### src/rtl/dmem_lsu_pkg.sv
// dmem_lsu_pkg: shared size codes, FSM states and request-decode helpers for the load/store unit
package dmem_lsu_pkg;
  localparam logic [1:0] SIZE_BYTE = 2'b00;
  localparam logic [1:0] SIZE_HALF = 2'b01;
  localparam logic [1:0] SIZE_WORD = 2'b10;
  localparam int BE_W = 5;
  typedef enum logic {IDLE, ACCESS} state_t;
  function automatic logic misaligned(input logic [1:0] size, input logic [1:0] off);
    return size == SIZE_HALF ? off[0] : size == SIZE_WORD ? |off : size != SIZE_BYTE;
  endfunction
  function automatic logic [3:0] lanes(input logic [1:0] size, input logic [1:0] off);
    return size == SIZE_BYTE ? 4'b0001 << off : size == SIZE_HALF ? (off[1] ? 4'b1100 : 4'b0011) : 4'b1111;
  endfunction
  function automatic logic [31:0] replicate(input logic [1:0] size, input logic [31:0] wdata);
    return size == SIZE_BYTE ? {4{wdata[7:0]}} : size == SIZE_HALF ? {2{wdata[15:0]}} : wdata;
  endfunction
endpackage

### src/rtl/dmem_load_align.sv
// dmem_load_align: picks the addressed lane of the read word and sign/zero-extends it
module dmem_load_align
  import dmem_lsu_pkg::*;
(
  input  logic [31:0] di,
  input  logic [1:0]  off,
  input  logic [1:0]  size,
  input  logic        uns,
  output logic [31:0] data
);
  logic [7:0]  b;
  logic [15:0] h;
  assign b = 8'(di >> {off, 3'b000});
  assign h = off[1] ? di[31:16] : di[15:0];
  assign data = size == SIZE_BYTE ? {{24{b[7] & ~uns}}, b} :
                size == SIZE_HALF ? {{16{h[15] & ~uns}}, h} : di;
endmodule

### src/rtl/dmem_lsu.sv
// dmem_lsu: MEM-stage load/store initiator driving the CSN/WEN/BE/READY data-memory handshake
module dmem_lsu
  import dmem_lsu_pkg::*;
#(
  parameter int TIMEOUT = 16
) (
  input  logic            CLK,
  input  logic            RSTn,
  input  logic            REQ_VALID,
  input  logic            REQ_WRITE,
  input  logic [1:0]      REQ_SIZE,
  input  logic            REQ_UNSIGNED,
  input  logic [31:0]     REQ_ADDR,
  input  logic [31:0]     REQ_WDATA,
  output logic            STALL,
  output logic            LOAD_VALID,
  output logic [31:0]     LOAD_DATA,
  output logic            MISALIGNED,
  output logic            TIMEOUT_ERR,
  output logic            D_MEM_CSN,
  output logic            D_MEM_WEN,
  output logic [BE_W-1:0] D_MEM_BE,
  output logic [31:0]     D_MEM_ADDR,
  output logic [31:0]     D_MEM_DOUT,
  input  logic [31:0]     D_MEM_DI,
  input  logic            D_READY
);
  state_t      state;
  logic        wr_q;
  logic        uns_q;
  logic [1:0]  size_q;
  logic [1:0]  off_q;
  logic [15:0] cnt;
  logic        mis;
  logic        tmo;
  logic [31:0] aligned;
  assign mis = misaligned(REQ_SIZE, REQ_ADDR[1:0]);
  // A zero TIMEOUT turns the watchdog off entirely
  assign tmo = state == ACCESS && !D_READY && TIMEOUT != 0 && cnt == 16'(TIMEOUT - 1);
  assign STALL = state == IDLE ? REQ_VALID && !mis : !D_READY && !tmo;
  assign MISALIGNED = state == IDLE && REQ_VALID && mis;
  assign TIMEOUT_ERR = tmo;
  assign LOAD_VALID = state == ACCESS && D_READY && !wr_q;
  assign LOAD_DATA = LOAD_VALID ? aligned : '0;
  dmem_load_align u_align (
    .di   (D_MEM_DI),
    .off  (off_q),
    .size (size_q),
    .uns  (uns_q),
    .data (aligned)
  );
  always_ff @(posedge CLK or negedge RSTn) begin
    if (!RSTn) begin
      state      <= IDLE;
      wr_q       <= 1'b0;
      uns_q      <= 1'b0;
      size_q     <= SIZE_BYTE;
      off_q      <= 2'b00;
      cnt        <= '0;
      D_MEM_CSN  <= 1'b1;
      D_MEM_WEN  <= 1'b1;
      D_MEM_BE   <= '0;
      D_MEM_ADDR <= '0;
      D_MEM_DOUT <= '0;
    end else if (state == IDLE) begin
      if (REQ_VALID && !mis) begin
        state      <= ACCESS;
        wr_q       <= REQ_WRITE;
        uns_q      <= REQ_UNSIGNED;
        size_q     <= REQ_SIZE;
        off_q      <= REQ_ADDR[1:0];
        cnt        <= '0;
        D_MEM_CSN  <= 1'b0;
        D_MEM_WEN  <= !REQ_WRITE;
        D_MEM_BE   <= {!REQ_WRITE && !REQ_UNSIGNED && REQ_SIZE != SIZE_WORD, lanes(REQ_SIZE, REQ_ADDR[1:0])};
        D_MEM_ADDR <= {REQ_ADDR[31:2], 2'b00};
        D_MEM_DOUT <= replicate(REQ_SIZE, REQ_WDATA);
      end
    end else if (D_READY || tmo) begin
      state     <= IDLE;
      D_MEM_CSN <= 1'b1;
    end else begin
      cnt <= cnt + 16'd1;
    end
  end
endmodule

### config.mk
export PLATFORM = sky130hd
export DESIGN_NAME = dmem_lsu
export DESIGN_NICKNAME = d
export VERILOG_FILES = /design/src/rtl/dmem_lsu_pkg.sv /design/src/rtl/dmem_load_align.sv /design/src/rtl/dmem_lsu.sv
export SDC_FILE = /design/constraint.sdc
export NUM_CORES = 1
export LEC_CHECK = 0
export CAP_MARGIN = 0
export CORE_AREA = 2 2 110 112
export DETAILED_ROUTE_END_ITERATION = 10
export DIE_AREA = 0 0 112 114
export PLACE_DENSITY = 0.8
export SLEW_MARGIN = 20
export SYNTH_ARGS = -nofsm -noshare
export SYNTH_HDL_FRONTEND = slang
export SYNTH_SLANG_ARGS = --single-unit
export TNS_END_PERCENT = 1
### constraint.sdc
create_clock -name CLK -period 2.4 [get_ports CLK]
set_input_delay 0.48 -clock CLK [delete_from_list [all_inputs] [get_ports CLK]]
set_output_delay 0.48 -clock CLK [all_outputs]
set_load 0.02 [all_outputs]
# Yosys cells after proc, flatten, opt, wreduce, memory -nomap -nowiden

Cells that the tools add are included.

Reduce and logical (&&, ||, !) cells: 25
Shift-type cells: 2
Order comparisons: 0
Divide/modulo/power cells: 0
Bitwise operators: 4
Multiply operators: 0
Add/subtract/negate cells: 1
Mux-type cells: 21
Equal/unequal tests: 7

Operator list:

| operator                                                                 | count |
|---|---|
| 32-bit 2-to-1 mux                                                        | 5 |
| 16-bit 2-to-1 mux                                                        | 4 |
| 32-bit by 5-bit >> shifter with 8-bit output                             | 1 |
| 16-bit by 1-bit adder with 16-bit output (second input constant)         | 1 |
| 16-bit by 4-bit == test with 1-bit output (second input constant)        | 1 |
| 4-bit 2-to-1 mux                                                         | 3 |
| 1-bit logical AND                                                        | 10 |
| 1-bit 2-to-1 mux                                                         | 9 |
| 1-bit logical NOT                                                        | 6 |
| 2-bit AND reduction                                                      | 3 |
| 2-bit by 1-bit == test with 1-bit output (second input constant)         | 2 |
| 2-bit logical NOT                                                        | 2 |
| 2-bit inequality test (second input constant)                            | 2 |
| 2-bit nonzero test                                                       | 2 |
| 1-bit by 2-bit left shift with 4-bit output (first input constant)       | 1 |
| 1-bit bitwise AND                                                        | 2 |
| 2-bit == test (second input constant)                                    | 1 |
| 2-bit by 1-bit inequality test with 1-bit output (second input constant) | 1 |
| 1-bit inverter                                                           | 2 |
| 2-bit OR reduction                                                       | 1 |
| 1-bit logical OR                                                         | 1 |

Bits in latches: 0
Output and inout port bits: 107
ROM bits: 0
Bits in writable memories: 0
Logic and storage cells: 71
Bits in registers: 92
Memories: 0
Input port bits: 104

# Logic depth before layout (Yosys ltp)

Gate-level depths: netlist of the first run.

Depth in word-level cells: 7
Depth in mapped cells: 8
Gate-level depth less buffers: 5

# By module

Synthesis of the first run repeated with hierarchy kept, for this count alone.

Cells, all modules: 523
Area, all modules: 5,417.7 µm²

Modules (own cells, without submodules):

| module          | area an instance (µm²) | cells an instance | times used | seq. area each (µm²) |
|---|---|---|---|---|
| dmem_lsu        | 4,400.5                | 388               | 1          | 2,304.7 |
| dmem_load_align | 1,017.2                | 135               | 1          | 0.0 |

# Worst setup path before layout of the first run

No wires, ideal clock.

Path kind: register to output
From: register off_q[1]
To: output LOAD_DATA[5]
Setup slack: 0.157 ns
Arrival time: 1.763 ns
Stages on the path, launching flop included: 6
Data required time: 1.920 ns
Buffers on the path: 2
Path through: dfrtp_1 buf_2 nand3_1 buf_2 mux2i_1 a211oi_1

Longest elaborated chain between the ends: 4
Elaborated cells between the ends (all ways): 5
Classes of those cells: shift: 1; mux: 4

RTL lines:

| item                                                                                 | line                  | text |
|---|---|---|
| from (decl)                                                                          | dmem_lsu.sv:32        | `logic [1:0] off_q;` |
| from (signal assigned)                                                               | dmem_lsu.sv:71        | `off_q <= REQ_ADDR[1:0];` |
| branches (longest 2 deep; another with 32-bit by 5-bit >> shifter with 8-bit output) | -                     |  |
| 32-bit 2-to-1 mux *                                                                  | dmem_load_align.sv:15 | `assign data = size == SIZE_BYTE ? {{24{b[7] & ~uns}}, b} :` |
| 32-bit 2-to-1 mux *                                                                  | dmem_lsu.sv:44        | `assign LOAD_DATA = LOAD_VALID ? aligned : '0;` |
| to (decl)                                                                            | dmem_lsu.sv:17        | `output logic [31:0] LOAD_DATA,` |

Mark *: on every way between the ends.

# Final worst setup path of the first run

From: register off_q[0]
To: output LOAD_DATA[19]

Longest elaborated chain between the ends: 4

RTL lines:

| item                                         | line                  | text |
|---|---|---|
| 32-bit by 5-bit >> shifter with 8-bit output | dmem_load_align.sv:13 | `assign b = 8'(di >> {off, 3'b000});` |
| 1-bit bitwise AND                            | dmem_load_align.sv:15 |  |
| 32-bit 2-to-1 mux                            | dmem_load_align.sv:15 |  |
| 32-bit 2-to-1 mux                            | dmem_lsu.sv:44        |  |

Every way passes these cells.

==> results of run 1 <==
state kept, by name (all words and copies together), names as in the netlist:
| signal | cells |
|---|---|
| D_MEM_CSN | 1 |
| D_MEM_BE | 5 |
| state | 1 |
| D_MEM_WEN | 1 |
| D_MEM_DOUT | 32 |
| uns_q | 1 |
| D_MEM_ADDR | 30 |
| wr_q | 1 |
| size_q | 2 |
| off_q | 2 |
| cnt | 16 |
synthesized netlist by cell type (all sizes together), types with 2 or more instances:
master and instances:
and3 3, nand2b 4, o211ai 2, nand4 7
clkbuf 17, nor2 19, dfrtp 90, o221ai 2
nand3 5, a41oi 4, mux4 8, or2 3
nor4 6, o21ai 51, a31oi 18, nor2b 4
a21oi 7, o31ai 3, mux2i 32, dfstp 2
inv 12, nand2 36, mux2 56, a21o 17
nor3 2, buf 20, o22ai 2, a211oi 9
cells in the final DEF (no fill, tap or decap), types with 3 or more instances in the layout:
master	Yosys	final
a211oi_1	9	8
a21o_1	17	17
a21oi_1	7	7
a31oi_1	18	15
a31oi_2	0	3
a41oi_1	4	4
and3_1	3	3
buf_12	0	5
buf_2	11	23
buf_4	4	57
buf_6	4	8
clkbuf_16	0	9
clkdlybuf4s50_1	0	165
dfrtp_1	90	90
dlymetal6s2s_1	0	5
inv_1	12	11
mux2_2	56	56
mux2i_1	32	31
mux4_2	8	8
nand2_1	36	35
nand2b_1	4	4
nand3_1	5	5
nand4_1	7	7
nor2_1	19	19
nor2b_1	4	4
nor4_2	1	3
o21ai_0	48	48
o31ai_1	3	3
per-stage QoR:
stage          util (%)  TNS [ns]
2_1_floorplan         -         0
6_report          65.80    -2.293
4_1_cts           64.99    -4.907
5_1_grt           65.80    -4.484
3_3_place_gp      63.42    -37.92
3_5_place_dp      63.42    -39.68
metal layers:
| layer | global-route usage [%] | wire (µm) | up-vias |
|---|---|---|---|
| met2 | 45.21 | 7940 | 256 |
| li1 | - | - | 2141 |
| met5 | 0 | 0 | - |
| met4 | 8.293 | 466 | 0 |
| met3 | 7.492 | 1470 | 41 |
| met1 | 27.24 | 5747 | 2256 |
worst paths after layout:
| kind | to | slack (ns) | depth (start not counted) |
|---|---|---|---|
| max | LOAD_DATA[19] | -0.12 | 6 |
| min | D_MEM_ADDR[16]$_DFFE_PN0P_ | 0.04 | 1 |
| max reg2reg | D_MEM_ADDR[12]$_DFFE_PN0P_ | 0.58 | 6 |
| min reg2reg | D_MEM_CSN$_DFFE_PN1P_ | 0.49 | 1 |
| max in group asynchronous | D_MEM_CSN$_DFFE_PN1P_ | 1.65 | 2 |
| min in group CLK | D_MEM_CSN$_DFFE_PN1P_ | 0.49 | 1 |
report_power, final:
part           internal, µW  leakage (µW)  switching [µW]  total [µW]
Clock                   738      0.000143             611        1350
Combinational          1300       0.00225            1220        2520
Sequential             1940       0.00113             284        2230
repair_timing:
item                                    in CTS  in global routing
pin swaps                                    1                  1
hold endpoints to repair                     0                  0
endpoints found under the setup margin      36                 68
gates resized for setup                    157                 29
buffers inserted                             2                  2
area by class of cell:
| type | count | area share [%] |
|---|---|---|
| repair buffers | 267 | 32.20 |
| multi-input cells | 311 | 31.24 |
| flip-flops and latches | 92 | 29.91 |
| clock buffers | 10 | 3.101 |
| well taps | 147 | 2.387 |
| clock inverters | 6 | 0.5845 |
| inverters | 12 | 0.5845 |
logic make-up after synthesis:
group | after synthesis | share of synthesized area (%)
flip-flops | 92 | 47.06
multiplexers | 96 | 23.10
AND/OR/NAND/NOR | 91 | 9.146
adder cells (fa/ha/maj) | 1 | 0.2555
other | 1 | 0.07657
buffers and inverters | 49 | 4.956
AO/OA/AOI/OAI | 121 | 15.41
==> results.yml, run 1 <==
min_path:
  hold_path_class: "primary input to async pin"
place:
  place_inst: 826
  gp_congestion: 1.049
  dpl_cell_area_um2: 7427
  dpl_worst_slack_ns: -0.8980
  portBuffers: 208
  hpwl_mm: 11.66
synth:
  ys_ff_latch: 92
  yosysTopAreaCellShare_pct: 45.99
  synth_edf_count: 0
  synthCells: 451
  ys_types: 45
  synthArstFlopShare_pct: 100.0
  seq_area_frac_synth_pct: 47.06
  synth_warnings: 0
  syn-cell-area_um2: 4897
  synth_area_leaders: "dfrtp_1, mux2_2, mux2i_1, o21ai_0, mux4_2"
  synth_top_flop_cell: "dfrtp_1"
  syn_avg_cell_area_um2: 10.86
  yosysTopAreaCell: "dfrtp_1"
final_layout:
  stdcell_count: 845
  multi_input_area_um2: 2407
  fin_area_um2: 7706
  syn_to_final_growth_pct: 57.36
  fillers: 906
  register_area_um2: 2305
  drive_gt1_share_pct: 27.51
  nNetsFinal: 798
  antennaDiodeCount: 0
setup_path:
  path_class: "flop to output pin"
  rr_startpoint: "state$_DFF_PN0_"
  cp_slowest_stage_delay_ns: 0.57
  crit_chain: "mux4_2 > mux2i_4 > nor4_4 > buf_12 > a21o_1 > buf_2"
  critPathLaunch: "off_q[0]$_DFFE_PN0P_"
  critPathBufInv: 2
  critPathMaxFanout: 16
  worst_ep_required_time_ns: 1.92
  slowest_stage: "mux4_2"
  worst_ep_arrival_time_ns: 2.04
  cpLargestDelayFamily: "multiplexers"
  cp-start-kind: "flop"
  endpoint_kind: "output pin"
floorplan:
  core.rowCount: 40
  fp.dieArea_um2: 12770
  core_area_um2: 11710
  dieHeight_um: 114
  initial_core_util_pct: 41.82
  io_pins: 211
  dieWidth_um: 112
detailed_routing:
  drc: 0
  routed_via_density: 5.555
  num_vias: 4694
  drt_iter0_markers: 355
  drt_first_pass_iters: 4
  ant_nets: 0
  routed_wl_mm: 15.62
  routedWlPerCell_um: 18.49
clock_network:
  cts.sinks: 92
  clkLatencyLatePin_ns: 0.34
  cts-root-buf: "clkbuf_16"
  htreeDepth: 3
  cts_buffers: 9
  cts_tree: "done"
  clock_path_buffers: 2
  ctsHoldBuffers: 0
  cts.clk_slew.worst_paths_ns: 0.07
status:
  status: "finished with violations"
  violations: "setup timing"
timing:
  finalHoldViolCount: 0
  max_freq_mhz: 397.1
  tightest_slew_ns: 0.6296
  grt_setup_unrepaired: "yes"
  skew_ns: 0.008802
  layout_setup_ws_ns: -0.1181
  final_max_slew_viol_count: 0
  setup_viol_count_final: 26
  fin_crit_sh_pct: 104.9
  relSlewSlack_pct: 58.02
  whs_ns: 0.03579
  post-route-min-period_ns: 2.518
power_and_ir_drop:
  p_per_area_nw_per_um2: 790.5
  p_leak_uw: 0.003522
  total_power_uw: 6092
  ir_drop_v: 0.0005115
grt:
  grt_usage_pct: 24.62
  antenna_found_initial: 0
  grt_overflow: 0
  grt_max_degree: 75
  grt_pass1_wl_mm: 25.14
  grt_pass1_vias: 4913
job:
  maxCapViolations: 0
Power figures use the tool's default switching activity.
==> run 2, diff against run 1 <==
--- a/config.mk
+++ b/config.mk
@@ -10,7 +10,6 @@
 export DETAILED_ROUTE_END_ITERATION = 10
 export DIE_AREA = 0 0 112 114
 export PLACE_DENSITY = 0.8
-export SLEW_MARGIN = 20
 export SYNTH_ARGS = -nofsm -noshare
 export SYNTH_HDL_FRONTEND = slang
 export SYNTH_SLANG_ARGS = --single-unit
==> constraint.sdc (replaced) <==
create_clock -name CLK -period 2.4 [get_ports CLK]
set_input_delay 0.48 -clock CLK [delete_from_list [all_inputs] [get_ports CLK]]
set_output_delay 0.48 -clock CLK [all_outputs]
set_load 0.005 [all_outputs]
==> run 2 against run 1 <==
Effect of this change:
- the flow still finishes with violations (setup timing)
- hold slack better by 0.038 ns
- clock power up 6%
- worst setup slack worse by 0.028 ns
- sequential power about the same
- clock skew up 0.0028 ns
- total power down 4.5%
- first-iteration DRC count down 9.3%
- sequential cell count unchanged
==> results.yml, run 2 (synthesis results as in run 1) <==
clock_network:
  cts-root-buf: "clkbuf_16"
  cts.sinks: 92
  cts_tree: "done"
  clock_path_buffers: 2
  ctsHoldBuffers: 0
  cts.clk_slew.worst_paths_ns: 0.06
  htreeDepth: 3
  cts_buffers: 9
  clkLatencyLatePin_ns: 0.35
setup_path:
  critPathLaunch: "off_q[0]$_DFFE_PN0P_"
  endpoint_kind: "output pin"
  worst_ep_required_time_ns: 1.92
  setup.worst_path.end: "LOAD_DATA[9]"
  worst_r2r_endpoint: "D_MEM_ADDR[4]$_DFFE_PN0P_"
  slowest_stage: "mux4_2"
  crit_chain: "mux4_2 > buf_6 > nor2b_4 > o21ai_2 > buf_6 > buf_4 > a31oi_1 > buf_2"
  ff2ff_setup_slack_ns: 0.66
  r2r_cells: 6
  cpLargestDelayFamily: "multiplexers"
  critical_path_depth: 8
  rr_startpoint: "state$_DFF_PN0_"
  crit_path_frequent_cell: "buf_6"
  critPathMaxFanout: 5
  cp_slowest_stage_delay_ns: 0.56
  worst_ep_arrival_time_ns: 2.07
  path_class: "flop to output pin"
  cp-start-kind: "flop"
  critPathBufInv: 4
place:
  hpwl_mm: 11.94
  place_inst: 825
  portBuffers: 208
  dpl_worst_slack_ns: -0.7905
  gp_congestion: 1.003
floorplan:
  dieHeight_um: 114
  io_pins: 211
  initial_core_util_pct: 41.82
  core_area_um2: 11710
  core.rowCount: 40
  dieWidth_um: 112
  fp.dieArea_um2: 12770
timing:
  finalHoldViolCount: 0
  relSlewSlack_pct: 57.19
  post-route-min-period_ns: 2.546
  final_max_slew_viol_count: 0
  grt_setup_unrepaired: "yes"
  tightest_slew_ns: 0.6421
  skew_ns: 0.01165
  layout_setup_ws_ns: -0.1462
  max_freq_mhz: 392.7
  setup_viol_count_final: 23
  fin_crit_sh_pct: 106.1
status:
  status: "finished with violations"
  violations: "setup timing"
detailed_routing:
  drc: 0
  routedWlPerCell_um: 19.02
  wl_met3_mm: 1.378
  num_vias: 4662
  wl_met1_mm: 6.388
  routed_wl_mm: 16.19
  drt_first_pass_iters: 5
  top_layer_used: "met4"
  drt_iter0_markers: 322
  routed_via_density: 5.478
  ant_nets: 0
  dr_wl_met2_mm: 8.027
job:
  maxCapViolations: 0
final_layout:
  drive_gt1_share_pct: 27.03
  largest_reg_flops: 32
  syn_to_final_growth_pct: 59.71
  largest-register: "D_MEM_DOUT"
  stdcell_count: 851
  final_cell_mix: "clkdlybuf4s50_1, dfrtp_1, mux2_2"
  nNetsFinal: 803
  final_common_cell: "clkdlybuf4s50_1"
  reg_top3: "D_MEM_DOUT x32, D_MEM_ADDR x30, cnt x16"
power_and_ir_drop:
  ir_drop_v: 0.0005351
  p_leak_uw: 0.003544
  p_per_area_nw_per_um2: 743.9
grt:
  grt_max_degree: 59
  grt_pass1_wl_mm: 26.08
  antenna_found_initial: 1
  grt_pass1_vias: 4940
  grt_usage_pct: 25.64
  grt_overflow: 0
min_path:
  hold_path_class: "primary input to async pin"
run 2: cell types whose count changed in the layout (fill, tap and decap cells not counted), moves of 4 or more:
cell,delta
buf_2,-15
buf_4,-7
clkbuf_2,+15
dlygate4sd2_1,+13
dlymetal6s2s_1,-4
run 2: timing repair:
| item | in CTS | in global routing |
|---|---|---|
| buffers inserted | 9 | 1 |
| endpoints found under the setup margin | 36 | 34 |
| pin swaps | 4 | 2 |
| gates resized for setup | 96 | 31 |
run 2: per-stage QoR:
step                      util (%)  setup TNS, ns  hold WS, ns  cell area [µm²]  power, µW
after floorplan                  -              0       0.1844             4901       3051
after global placement       63.35         -19.65       0.4531             7420       4260
after global routing         66.78         -4.882       0.1082             7821       6141
final                        66.78         -2.654      0.07377             7821       5818
after CTS                    66.90         -5.122      0.09237             7835       5834
after detailed placement     63.35         -20.90       0.4611             7420       4337
run 2: how the worst min path moves through the flow:
| stage | endpoint |
|---|---|
| 6_report | D_MEM_ADDR[19]$_DFFE_PN0P_ |
| 5_1_grt | D_MEM_ADDR[19]$_DFFE_PN0P_ |
| 4_1_cts | D_MEM_ADDR[19]$_DFFE_PN0P_ |
| 3_5_place_dp | D_MEM_ADDR[19]$_DFFE_PN0P_ |
| 3_3_place_gp | D_MEM_ADDR[22]$_DFFE_PN0P_ |
| 2_1_floorplan | D_MEM_ADDR[10]$_DFFE_PN0P_ |
run 2: where the power goes:
group          internal [µW]  leakage (µW)  switching (µW)
combinational           1320       0.00228             842
sequential              1940       0.00112             278
clock                    839      0.000146             595
total                   4100       0.00354            1710
run 2: metal layers:
layer | track usage [%] | vias to the layer above
li1 | - | 2145
met3 | 7.492 | 33
met4 | 8.943 | 0
met2 | 45.17 | 223
met1 | 30.08 | 2261
met5 | 0 | -
run 2: final cells by class:
type,count,area (µm²)
inverter,12,45.04
fill,925,3890
timing repair buffer,272,2529
sequential,92,2307
clock inverter,5,60.06
antenna,1,2.502
tap,147,183.9
clock buffer,11,242.7
multi-input combinational,311,2451
==> run 3, diff against run 2 <==
==> constraint.sdc (replaced) <==
create_clock -name CLK -period 2.4 [get_ports CLK]
set_input_delay 0.24 -clock CLK [delete_from_list [all_inputs] [get_ports CLK]]
set_output_delay 0.24 -clock CLK [all_outputs]
set_load 0.005 [all_outputs]
==> run 3 against run 2 <==
Effect of this change:
- the run now ends clean
- cell count is 4.5% lower
- non-clock buffer count down 37
- sequential share of layout area is 1.2 points higher
- highest routed layer unchanged
==> results.yml, run 3 (synthesis results as in run 1) <==
timing:
  max_freq_mhz: 428.1
  whs_ns: 0.3249
  final_max_slew_viol_count: 0
  setup_viol_count_final: 0
  relSlewSlack_pct: 56.49
  post-route-min-period_ns: 2.336
  skew_ns: 0.006531
  finalHoldViolCount: 0
  fin_crit_sh_pct: 97.32
  tightest_slew_ns: 0.6527
  grt_setup_unrepaired: "yes"
detailed_routing:
  routedWlPerCell_um: 18.62
  routed_via_density: 5.546
  routed_wl_mm: 15.14
  drt_iter0_markers: 387
  drc: 0
  ant_nets: 0
  num_vias: 4509
  drt_first_pass_iters: 4
grt:
  grt_pass1_wl_mm: 24.58
  grt_usage_pct: 24.07
  grt_pass1_vias: 4791
  grt_max_degree: 71
  antenna_found_initial: 0
  grt_overflow: 0
power_and_ir_drop:
  p_int_uw: 3997
  seqPwrFrac_pct: 39.4
  ir_drop_v: 0.0004754
  pwr-share-clk_pct: 24.7
  p_sw_uw: 1659
  switching_share_pct: 29.33
  p_leak_uw: 0.003363
  pwr-share-comb_pct: 35.9
  p_per_area_nw_per_um2: 751.8
clock_network:
  cts.sinks: 92
  htreeDepth: 3
  cts.clk_slew.worst_paths_ns: 0.06
  clock_path_buffers: 2
  cts_tree: "done"
  cts_buffers: 9
  cts-root-buf: "clkbuf_16"
  clkLatencyLatePin_ns: 0.34
final_layout:
  final_cell_mix: "clkdlybuf4s50_1, dfrtp_1, mux2_2"
  final_common_cell: "clkdlybuf4s50_1"
  nNetsFinal: 766
  syn_to_final_growth_pct: 53.60
  largest-register: "D_MEM_DOUT"
  drive_gt1_share_pct: 18.77
  antennaDiodeCount: 0
  stdcell_count: 813
  largest_reg_flops: 32
  reg_top3: "D_MEM_DOUT x32, D_MEM_ADDR x30, cnt x16"
floorplan:
  fp.dieArea_um2: 12770
  dieHeight_um: 114
  dieWidth_um: 112
  core.rowCount: 40
  initial_core_util_pct: 41.82
  core_area_um2: 11710
  io_pins: 211
setup_path:
  path_class: "flop to output pin"
  slowest_stage: "mux4_2"
  crit_chain: "mux4_2 > mux2i_4 > nor4_4 > buf_6 > a21o_1 > dlygate4sd2_1"
  cp_slowest_stage_delay_ns: 0.57
  endpoint_kind: "output pin"
  cp-start-kind: "flop"
  cpLargestDelayFamily: "multiplexers"
  critPathMaxFanout: 11
  critPathBufInv: 2
  worst_ep_required_time_ns: 2.16
  worst_ep_arrival_time_ns: 2.10
min_path:
  hold_path_class: "primary input to async pin"
place:
  portBuffers: 208
  gp_congestion: 1.046
  place_inst: 794
  hpwl_mm: 11.23
job:
  maxCapViolations: 0
status:
  status: "completed"
-- run 3: changes by cell type in the layout (fill, tap and decap cells not counted), sizes merged --
cell	before	now
dlygate4sd2	14	30
clkdlybuf4s50	166	177
diode	1	0
clkinv	2	3
dlymetal6s2s	1	0
dlygate4sd3	0	1
clkinvlp	1	0
buf	73	27
inv	13	12
clkbuf	27	12
clkdlybuf4s15	2	0
-- run 3: cell type report --
class                      instances  area, µm²
clock buffer                      12      236.5
tap                              147      183.9
timing repair buffer             235       2278
multi-input combinational        311       2419
sequential                        92       2307
inverter                          12      45.04
clock inverter                     4      52.55
fill                             910       4189
-- run 3: repair_timing --
item                                    4_1_cts  5_1_grt
buffers inserted                              2        0
endpoints found under the hold margin        22        0
pin swaps                                     2        1
gates resized for setup                      38       12
endpoints found under the setup margin       33       22
hold buffers                                  1        0
-- run 3: stage by stage --
| stage | worst slack [ns] | TNS [ns] | util, % | total power [µW] | instance area [µm²] |
|---|---|---|---|---|---|
| 2_1_floorplan | 0.5665 | 0 | - | 3051 | 4901 |
| 3_3_place_gp | -0.2539 | -4.662 | 61.15 | 4144 | 7162 |
| 3_5_place_dp | -0.3247 | -5.791 | 61.15 | 4231 | 7162 |
| 4_1_cts | 0.003724 | 0 | 63.80 | 5644 | 7472 |
| 5_1_grt | -0.02655 | -0.02655 | 64.23 | 5983 | 7522 |
| 6_report | 0.06423 | 0 | 64.23 | 5655 | 7522 |
-- run 3: final timing paths --
kind	start	endpoint	slack, ns	depth (start not counted)
max	off_q[0]$_DFFE_PN0P_	LOAD_DATA[17]	0.06	6
min	RSTn	D_MEM_ADDR[19]$_DFFE_PN0P_	0.32	2
max reg2reg	cnt[4]$_DFFE_PN0P_	cnt[11]$_DFFE_PN0P_	0.65	4
min reg2reg	D_MEM_CSN$_DFFE_PN1P_	D_MEM_CSN$_DFFE_PN1P_	0.49	1
max in group asynchronous	RSTn	D_MEM_CSN$_DFFE_PN1P_	1.35	3
min in group CLK	D_MEM_CSN$_DFFE_PN1P_	D_MEM_CSN$_DFFE_PN1P_	0.49	1
-- run 3: power groups by stage --
stage	Clock, µW	Combinational (µW)	Sequential, µW
after floorplan	0	840	2210
after global placement	0	1940	2200
after detailed placement	0	2000	2240
after CTS	1420	2010	2210
after global routing	1510	2190	2280
final	1400	2030	2230
-- run 3: worst reg2reg max path, delay by kind of cell (launching register included) --
| family | cells | cell delay (ns) |
|---|---|---|
| and+or+nand+nor | 3 | 1.06 |
| DFF | 1 | 0.51 |
| AOI/OAI and AO/OA | 1 | 0.09 |
-- run 3: layer usage --
layer  share of wire, %  routed length (µm)  GRT usage (%)  up-vias
met5                  0                   0              0        -
met1                 38                5730          27.33     2206
met3                8.9                1352          7.970       23
met2                 51                7738          42.83      211
li1                   -                   -              -     2069
met4                2.1                 316          8.293        0
